<file path="src/rtl/seq_det_param_if.sv">
// Serial-input bus for the parametrised sequence detector: sample/control inputs
// plus the registered match pulse, match counter and pattern view.
interface seq_det_param_if #(
    parameter int unsigned N     = 7,
    parameter int unsigned CNT_W = 8
) ();
    logic             ip;
    logic             en;
    logic             overlap;
    logic             pat_ld;
    logic [N-1:0]     pat_in;
    logic             cnt_clr;
    logic             op;
    logic [CNT_W-1:0] match_cnt;
    logic [N-1:0]     pat;

    modport master (
        output ip, en, overlap, pat_ld, pat_in, cnt_clr,
        input  op, match_cnt, pat
    );

    modport slave (
        input  ip, en, overlap, pat_ld, pat_in, cnt_clr,
        output op, match_cnt, pat
    );
endinterface

</file>
<file path="src/rtl/seq_det_param.sv">
// Parametrised serial sequence detector with a runtime-loadable pattern,
// per-cycle overlap selection and a saturating match counter.
module seq_det_param #(
    parameter int unsigned    N       = 7,
    parameter logic [N-1:0]   PATTERN = N'(7'b1010011),
    parameter int unsigned    CNT_W   = 8
) (
    input  logic           clk,
    input  logic           rst,
    seq_det_param_if.slave bus
);
    localparam int unsigned HIST_W   = N - 1;
    localparam int unsigned FILL_W   = $clog2(N);
    localparam logic [FILL_W-1:0] FILL_MAX = FILL_W'(N - 1);
    localparam logic [CNT_W-1:0]  CNT_MAX  = {CNT_W{1'b1}};

    logic [N-1:0]      pat_q,  pat_d;
    logic [HIST_W-1:0] hist_q, hist_d;
    logic [FILL_W-1:0] fill_q, fill_d;
    logic              op_q,   op_d;
    logic [CNT_W-1:0]  cnt_q,  cnt_d;
    logic              hit;

    always_ff @(posedge clk or posedge rst) begin
        if (rst) begin
            pat_q  <= PATTERN;
            hist_q <= '0;
            fill_q <= '0;
            op_q   <= 1'b0;
            cnt_q  <= '0;
        end else begin
            pat_q  <= pat_d;
            hist_q <= hist_d;
            fill_q <= fill_d;
            op_q   <= op_d;
            cnt_q  <= cnt_d;
        end
    end

    // fill gates the compare so cleared history can never produce a false match
    always_comb begin
        pat_d  = pat_q;
        hist_d = hist_q;
        fill_d = fill_q;
        op_d   = 1'b0;
        cnt_d  = cnt_q;
        hit    = bus.en & ~bus.pat_ld & (fill_q == FILL_MAX) &
                 ({hist_q, bus.ip} == pat_q);

        if (bus.pat_ld) begin
            pat_d  = bus.pat_in;
            hist_d = '0;
            fill_d = '0;
        end else if (bus.en) begin
            hist_d = HIST_W'({hist_q, bus.ip});
            if (hit) begin
                op_d = 1'b1;
                if (!bus.overlap) fill_d = '0;
            end else if (fill_q != FILL_MAX) begin
                fill_d = fill_q + FILL_W'(1);
            end
        end

        // counter tracks the op register being loaded, so it moves on the same edge
        if (bus.cnt_clr) begin
            cnt_d = '0;
        end else if (op_d && (cnt_q != CNT_MAX)) begin
            cnt_d = cnt_q + CNT_W'(1);
        end
    end

    assign bus.op        = op_q;
    assign bus.match_cnt = cnt_q;
    assign bus.pat       = pat_q;
endmodule

</file>
<file path="src/flat_wrapper.sv">
// flat-port wrapper written by rule: the top's interface ports become plain ports
module seq_det_param_flat 
#(
    parameter int unsigned    N       = 7,
    parameter logic [N-1:0]   PATTERN = N'(7'b1010011),
    parameter int unsigned    CNT_W   = 8
)
  (clk, rst, bus_ip, bus_en, bus_overlap, bus_pat_ld, bus_pat_in, bus_cnt_clr, bus_op, bus_match_cnt, bus_pat);
  seq_det_param_if #(.N(N), .CNT_W(CNT_W)) bus_i ();
  input  logic clk;
  input  logic rst;
  input wire logic [$bits(bus_i.ip)-1:0] bus_ip;
  input wire logic [$bits(bus_i.en)-1:0] bus_en;
  input wire logic [$bits(bus_i.overlap)-1:0] bus_overlap;
  input wire logic [$bits(bus_i.pat_ld)-1:0] bus_pat_ld;
  input wire logic [$bits(bus_i.pat_in)-1:0] bus_pat_in;
  input wire logic [$bits(bus_i.cnt_clr)-1:0] bus_cnt_clr;
  output wire logic [$bits(bus_i.op)-1:0] bus_op;
  output wire logic [$bits(bus_i.match_cnt)-1:0] bus_match_cnt;
  output wire logic [$bits(bus_i.pat)-1:0] bus_pat;
  assign bus_i.ip = bus_ip;
  assign bus_i.en = bus_en;
  assign bus_i.overlap = bus_overlap;
  assign bus_i.pat_ld = bus_pat_ld;
  assign bus_i.pat_in = bus_pat_in;
  assign bus_i.cnt_clr = bus_cnt_clr;
  assign bus_op = bus_i.op;
  assign bus_match_cnt = bus_i.match_cnt;
  assign bus_pat = bus_i.pat;
  seq_det_param #(.N(N), .PATTERN(PATTERN), .CNT_W(CNT_W)) u_core (.clk(clk), .rst(rst), .bus(bus_i));
endmodule
</file>
<file path="config.mk">
export PLATFORM = sky130hd
export DESIGN_NAME = seq_det_param_flat
export DESIGN_NICKNAME = d
export VERILOG_FILES = /design/src/rtl/seq_det_param_if.sv /design/src/rtl/seq_det_param.sv /design/src/flat_wrapper.sv
export SDC_FILE = /design/constraint.sdc
export NUM_CORES = 1
export LEC_CHECK = 0
export BUFFER_PORTS_ARGS = -buffer_cell sky130_fd_sc_hd__buf_2
export CORE_MARGIN = 2
export CORE_UTILIZATION = 50
export DETAILED_ROUTE_END_ITERATION = 10
export HOLD_SLACK_MARGIN = 0.08
export MAX_ROUTING_LAYER = met4
export PLACE_DENSITY_LB_ADDON = 0.05
export SYNTH_ARGS = -nofsm -noshare
export SYNTH_HDL_FRONTEND = slang
export SYNTH_SLANG_ARGS = --single-unit
</file>
<file path="constraint.sdc">
create_clock -name clk -period 2.2 [get_ports clk]
set_clock_uncertainty 0.05 [all_clocks]
set_input_delay 0.44 -clock clk [delete_from_list [all_inputs] [get_ports clk]]
set_output_delay 0.44 -clock clk [all_outputs]
set_load 0.01 [all_outputs]
</file>
---- Word level (Yosys, flattened, before mapping) ----
Cells that the tools add are included.
W data, S select, Z words.
word-level totals
  memories ................................ 0
  bits in registers ....................... 25
  output and inout port bits .............. 16
  memory bits (writable) .................. 0
  bits in latches ......................... 0
  bits of input ports ..................... 14
  bits in read-only memories .............. 0
operators by class
  div/mod/pow operators ................... 0
  shift-type cells ........................ 0
  multiplexer cells ....................... 12
  $add $sub $neg .......................... 2
  $mul .................................... 0
  reduce and logical (&&, ||, !) cells .... 5
  magnitude comparators ................... 0
  eq/ne operators ......................... 5
  bitwise logic cells ..................... 4
operators with widths
  kind                   count
  $mux W8                2
  $mux W3                5
  $mux W6                2
  $add A8 B1 Y8 const B  1
  $ne A8 B8 Y1 const B   1
  $eq A7 B7 Y1           1
  $ne A3 B3 Y1 const B   2
  $reduce_bool A2 Y1     2
  $add A3 B1 Y3 const B  1
  $and A1 B1 Y1          3
  $eq A3 B3 Y1 const B   1
  $mux W1                3
  $reduce_and A3 Y1      1
  $reduce_bool A3 Y1     1
  $logic_and A1 B1 Y1    1
  $not A1 Y1             1

---- Logic depth before layout (Yosys ltp) ----
Gate-level depths: netlist of the first run.
  depth after elaboration ................. 10
  gate-level depth with buffers ........... 7

---- Worst setup path after synthesis of the first run ----
No wires, ideal clock.
  path type ............................... register to register
  start ................................... register u_core.pat_q[0], in the netlist u_core.bus.pat[0]
  end ..................................... register u_core.cnt_q[3], in the netlist u_core.bus.match_cnt[3]
  buffers on the path ..................... 0
  data required time ...................... 2023 ps
  cell stages (with the launch flop) ...... 6
  data arrival time ....................... 1874 ps
  path slack .............................. 148 ps
  cells stage by stage .................... dfstp_2 xor2_1 or4_4 nor4_2 and3_1 mux2_1
on the way
  word-level cells in the longest chain between the ends .. 7
RTL lines
  element                              line                 text
  start: declaration                   seq_det_param.sv:17  logic [N-1:0] pat_q, pat_d;
  start signal: assignment             seq_det_param.sv:32  pat_q <= pat_d;
  $eq A7 B7 Y1                         seq_det_param.sv:48  ({hist_q, bus.ip} == pat_q);
  $and A1 B1 Y1                        seq_det_param.sv:47  hit = bus.en & ~bus.pat_ld & (fill_q == FILL_MAX) &
  $mux W1                              seq_det_param.sv:56  if (hit) begin
  $mux W1                              seq_det_param.sv:54  end else if (bus.en) begin
  $mux W1                              seq_det_param.sv:50  if (bus.pat_ld) begin
  $logic_and A1 B1 Y1                  seq_det_param.sv:67  end else if (op_d && (cnt_q != CNT_MAX)) begin
  $reduce_bool A2 Y1 (no source line)  --
  end signal: assignment               seq_det_param.sv:36  cnt_q <= cnt_d;
  end: declaration                     seq_det_param.sv:21  logic [CNT_W-1:0] cnt_q, cnt_d;
No other way between the ends.
A chain may end at the register's enable or synchronous reset.

---- Worst setup path in the final report of the first run ----
Same ends and word-level chain as after synthesis.

==> results of run 1 <==
## metal layers
metal  GRT usage  wire length, µm  vias up
met5           -                0        -
met1       0.259             1300      491
li1            -                -      509
met2       0.259             1230       28
met3      0.0256              103        4
met4      0.0748               27        0
## placed cells by master (no fill, tap or decap), types with 2 or more instances in the layout
cell,instances
ha_1,3
nor4_2,2
nor2_1,14
and2_1,4
nor2b_1,2
buf_2,29
a31o_2,2
xor2_1,6
a21oi_1,6
nor3_1,2
o21ai_0,2
clkbuf_4,3
nand4_1,2
dfrtp_1,21
and3_1,4
inv_1,6
mux2_2,8
mux2i_1,8
buf_4,7
nand2_1,7
nand3_1,3
dfstp_2,4
## logic make-up (layout without fill, tap and decap cells)
kind of cell    count (synthesis)  after routing  synth area share
simple gates                   47             47             0.214
xor+xnor                        8              8            0.0571
buf+inv                        10             46            0.0286
compound gates                 15             15            0.0747
fa+ha+maj                       3              3            0.0277
flops                          25             25             0.465
mux                            17             17             0.134
## cell type report
cell class | count | area [µm²]
inverter | 6 | 22.5
timing repair buffer | 36 | 198
clock buffer | 3 | 22.5
clock inverter | 1 | 5.00
fill | 206 | 912
sequential | 25 | 631
multi-input combinational | 90 | 694
tap | 30 | 37.5
## repair_timing
| item | 4_1_cts | 5_1_grt |
|---|---|---|
| resized for setup | 0 | 1 |
| hold buffers | 0 | 0 |
| setup endpoints to repair | 0 | 1 |
| endpoints found under the hold margin | 0 | 0 |
## through the flow
step / instance area (µm²) / utilization
after floorplan: 1360 / -
after global placement: 1580 / 0.625
after detailed placement: 1580 / 0.625
after CTS: 1600 / 0.636
after global routing: 1610 / 0.638
final: 1610 / 0.638
## report_power, final
group | total, mW | switching (mW) | leakage [nW] | internal (mW)
Combinational | 0.128 | 0.0693 | 0.459 | 0.0582
Sequential | 0.504 | 0.0197 | 0.325 | 0.485
Clock | 0.215 | 0.147 | 0.0177 | 0.0682
Total | 0.847 | 0.236 | 0.802 | 0.611
## Yosys cell counts, types with 2 or more instances
cell     count
nor4_1       2
inv_1        6
xor2_1       6
ha_1         3
nand2_1      7
nor3_1       2
buf_1        2
mux2_2       8
mux2i_1      8
and2_1       4
dfrtp_1     21
nor2_1      14
and3_1       4
nand3_1      3
a31o_2       2
dfstp_2      4
nor2b_1      2
o21ai_0      2
a21oi_1      6
nand4_1      2
## flip-flops by register name (all words and copies together), names as in the netlist
name                  flops
u_core.bus.match_cnt      8
u_core.bus.pat            7
u_core.hist_q             6
u_core.fill_q             3
u_core.bus.op             1
## worst max-delay path by stage
stage | start | end | slack (ns) | depth (start not counted)
after floorplan | u_core.bus.pat[0] | u_core.bus.match_cnt[3] | 0.15 | 5
final | u_core.bus.pat[0] | u_core.bus.match_cnt[3] | 0.11 | 5
after detailed placement | bus_ip | u_core.bus.match_cnt[3] | 0.06 | 6
after global routing | u_core.fill_q[0] | u_core.bus.match_cnt[6] | -0.01 | 7
after CTS | u_core.bus.pat[0] | u_core.bus.match_cnt[3] | 0.13 | 5
after global placement | bus_ip | u_core.bus.match_cnt[3] | 0.09 | 6
## critical path: stages (launching register included)
cell     delay [ns]
dfstp_2        0.57
xor2_1         0.10
or4_4          0.56
nor4_2         0.19
and3_1         0.20
mux2_1         0.31
==> results.json, run 1 <==
{
  "finalWirelength_mm": 2.67,
  "cts.sink_count": 25,
  "placedCellCount": 187,
  "syn_area_per_cell_um2": 10.9,
  "tightestPinTransition_ns": 0.330,
  "required_ns": 2.37,
  "cts_buffers": 3,
  "critPathLaunchType": "flop",
  "diodes": 0,
  "crit_type": "reg -> reg",
  "dp.final_hpwl_mm": 1.99,
  "clk_latency_ns": 0.33,
  "slew-limit-headroom": 0.775,
  "hold_path_class": "in -> async",
  "start_util": 0.538,
  "synth_async_sr_flop_share": 1.00,
  "via_per_inst": 5.40,
  "synthTopCellsByArea": "dfrtp_1 (39%), dfstp_2 (7.7%), mux2_2 (6.6%), mux2i_1 (5.9%), nor2_1 (3.9%)",
  "firstDrtPassIters": 4,
  "r2r_end": "u_core.bus.match_cnt[3]",
  "setup_violations": 0,
  "netlist_area_um2": 1360,
  "syn_inst": 125,
  "status": "completed",
  "crit_fanout": 3,
  "maxCapViolations": 0,
  "synth_top_area_share": 0.387,
  "fp.dieArea_um2": 3150,
  "placementRows": 18,
  "grt_antenna_before_repair": 0,
  "ys_seq_area_frac": 0.465,
  "syn-num-nets": 142,
  "synth_top_area_cell": "dfrtp_1",
  "clk_pin_slew_ns": 0.15,
  "vdd_drop_max_mv": 0.485,
  "finalCritPeriodShare": 0.952,
  "dieWidth_um": 56.1,
  "ys_warn_count": 0,
  "whs_ns": 0.0795,
  "nets": 179,
  "via_count": 1032,
  "hold_viol": 0,
  "ys_dominant_reg_cell": "dfrtp_1",
  "synth-edff-count": 0,
  "fin_crit_ns": 2.09,
  "grt_pass1_wl_mm": 4.46,
  "clockBufferDepth": 2,
  "root_buffer": "clkbuf_4",
  "r2r_slack_ns": 0.11,
  "grtUsageTotal": 0.181,
  "setup_slack_ns": 0.105,
  "numPortBuffers": 29,
  "cp-end-kind": "flop",
  "io_pins": 30,
  "gp_congestion": 0.803,
  "fmax_mhz": 477,
  "grt_start_max_net_pins": 26,
  "rr_startpoint": "u_core.bus.pat[0]",
  "grt_pass1_vias": 1023,
  "area_growth_pct": 18.6,
  "fp.coreArea_um2": 2520,
  "ys_types": 37,
  "tritoncts": "yes",
  "pre_cts_slack_ns": 0.0637,
  "fin_cells": 191,
  "finalMaxSlewViolations": 0,
  "first_iter_violations": 20,
  "ant_nets": 0,
  "power_uw": 847,
  "p_leak_nw": 0.802,
  "routedWlPerCell_um": 14.0,
  "r2r_cells": 5,
  "ys_ff_latch": 25,
  "fin_setup_tns_ns": 0,
  "drive_gt1_frac": 0.391,
  "grt-ovfl-total": 0,
  "htreeDepth": 1,
  "critPathArrivalTime_ns": 2.27,
  "die_h_um": 56.1,
  "post_cts_buffers": 0,
  "route.detailed.drc": 0,
  "p_per_area_nw_per_um2": 526
}
(Power assumes the default switching activity.)
==> inputs of run 2 (changes only) <==
CELL_PAD_IN_SITES_DETAIL_PLACEMENT = 2   (was unset)
CELL_PAD_IN_SITES_GLOBAL_PLACEMENT = 2   (was unset)
CORE_UTILIZATION = 33   (was 50)
==> run 2 against run 1 <==
Core utilization decreased by 22 points. Highest routed layer unchanged. Critical path depth increased by 2. Largest power group unchanged. Via count increased by 5.8%.
==> results.json, run 2 (synthesized netlist as in run 1, its figures left out) <==
{
  "most-common-layout-cells": "buf_2 (29), dfrtp_1 (21), nor2_1 (14), buf_4 (9)",
  "tritoncts": "yes",
  "io_pins": 30,
  "wl_met1_mm": 1.54,
  "via_per_inst": 5.13,
  "required_ns": 2.31,
  "fmax_mhz": 477,
  "area_growth_pct": 23.5,
  "nets": 181,
  "cp-end-kind": "flop",
  "met2WireLength_mm": 1.91,
  "cp-startpoint": "u_core.fill_q[0]",
  "placementRows": 23,
  "setup_slack_ns": 0.105,
  "maxCapViolations": 0,
  "grt-ovfl-total": 0,
  "largest_register_ffs": 8,
  "ant_nets": 0,
  "die_h_um": 68.1,
  "utilization": 0.422,
  "worstPathCellList": "inv_1, ha_1, nand4b_4, nor4_2, nand2_1, nor3_1, mux2_2",
  "seqCellArea_um2": 631,
  "start_util": 0.342,
  "placedCellCount": 209,
  "clk_latency_ns": 0.27,
  "crit_buf_inv": 1,
  "cpPeakStageDelay_ns": 0.43,
  "fp.coreArea_um2": 3970,
  "cp_slowest_cell": "dfrtp_1",
  "slew-limit-headroom": 0.743,
  "crit_family": "simple AND/OR/NAND/NOR gates",
  "route.detailed.drc": 0,
  "crit_fanout": 4,
  "finalWirelength_mm": 3.59,
  "diodes": 0,
  "multi_input_area_um2": 703,
  "fin_setup_tns_ns": 0,
  "hold_viol": 0,
  "cts_buffers": 3,
  "dieWidth_um": 68.1,
  "grt_start_max_net_pins": 26,
  "crit_type": "reg -> reg",
  "hold_path_class": "in -> async",
  "grtUsageTotal": 0.178,
  "top_layer": "met4",
  "pre_cts_slack_ns": 0.0511,
  "dp.final_hpwl_mm": 2.72,
  "routedWlPerCell_um": 16.9,
  "root_buffer": "clkbuf_8",
  "clockBufferDepth": 2,
  "fin_crit_ns": 2.10,
  "via_count": 1092,
  "vdd_drop_max_mv": 0.341,
  "grt_pass1_vias": 1195,
  "final_common_cell": "buf_2",
  "htreeDepth": 1,
  "rr_startpoint": "u_core.fill_q[0]",
  "numPortBuffers": 29,
  "critPathLaunchType": "flop",
  "gp_congestion": 0.735,
  "p_per_area_nw_per_um2": 547,
  "fin_cells": 213,
  "power_uw": 918,
  "dr_wl_met3_um": 106,
  "finalMaxSlewViolations": 0,
  "firstDrtPassIters": 4,
  "critPathArrivalTime_ns": 2.20,
  "drive_gt1_frac": 0.393,
  "p_leak_nw": 0.817,
  "cts.sink_count": 25,
  "setup_violations": 0,
  "tightestPinTransition_ns": 0.376,
  "fillers": 439,
  "status": "completed",
  "fp.dieArea_um2": 4640,
  "clk_pin_slew_ns": 0.09,
  "grt_antenna_before_repair": 0,
  "grt_pass1_wl_mm": 5.84,
  "first_iter_violations": 37,
  "finalCritPeriodShare": 0.952,
  "post_cts_buffers": 0,
  "rsz0062_at_grt": "yes"
}
-- run 2: changes by cell type in the layout (fill, tap and decap cells not counted) --
cell / previous run / this run
nor4_2: 2 / 1
clkinv_2: 1 / 0
clkbuf_1: 0 / 1
buf_4: 7 / 9
nor4_4: 1 / 2
clkbuf_4: 3 / 0
clkbuf_8: 0 / 3
-- run 2: metrics by stage --
stage / hold slack, ns / area (µm²)
after CTS: 0.179 / 1660
after global placement: 0.458 / 1620
after detailed placement: 0.480 / 1620
after global routing: 0.176 / 1680
final: 0.166 / 1680
after floorplan: 0.414 / 1360
-- run 2: area by class of cell --
cell class                 count  share of cell area
clock buffer                   4              0.0269
multi-input combinational     90               0.419
sequential                    25               0.376
inverter                       6              0.0134
timing repair buffer          38               0.127
tap                           50              0.0373
-- run 2: layer usage --
metal,up-vias,GRT usage
li1,513,-
met1,556,0.204
met2,18,0.313
met3,5,0.0296
met4,0,0.0600
met5,-,-
-- run 2: worst reg2reg max path, cell delays in order (launching register included) --
cell	delay, ns
dfrtp_1	0.43
inv_1	0.08
ha_1	0.21
nand4b_4	0.11
nor4_2	0.36
nand2_1	0.15
nor3_1	0.23
mux2_2	0.37
-- run 2: what timing repair did --
action,in CTS,in global routing
gates resized for setup,0,2
setup endpoints to repair,0,1
hold buffers,0,0
-- run 2: path summary, 6_finish.rpt --
| check | to | slack (ns) | depth (start not counted) |
|---|---|---|---|
| min in group clk | u_core.bus.pat[5] | 0.34 | 2 |
| max reg2reg | u_core.bus.match_cnt[6] | 0.10 | 7 |
| min | u_core.bus.pat[3] | 0.17 | 3 |
| max | u_core.bus.match_cnt[6] | 0.10 | 7 |
| min reg2reg | u_core.hist_q[5] | 0.50 | 2 |
| max in group asynchronous | u_core.bus.pat[6] | 1.63 | 3 |
-- run 2: where the power goes --
group	internal, mW	switching (mW)
sequential	0.484	0.0213
clock	0.130	0.147
combinational	0.0598	0.0757
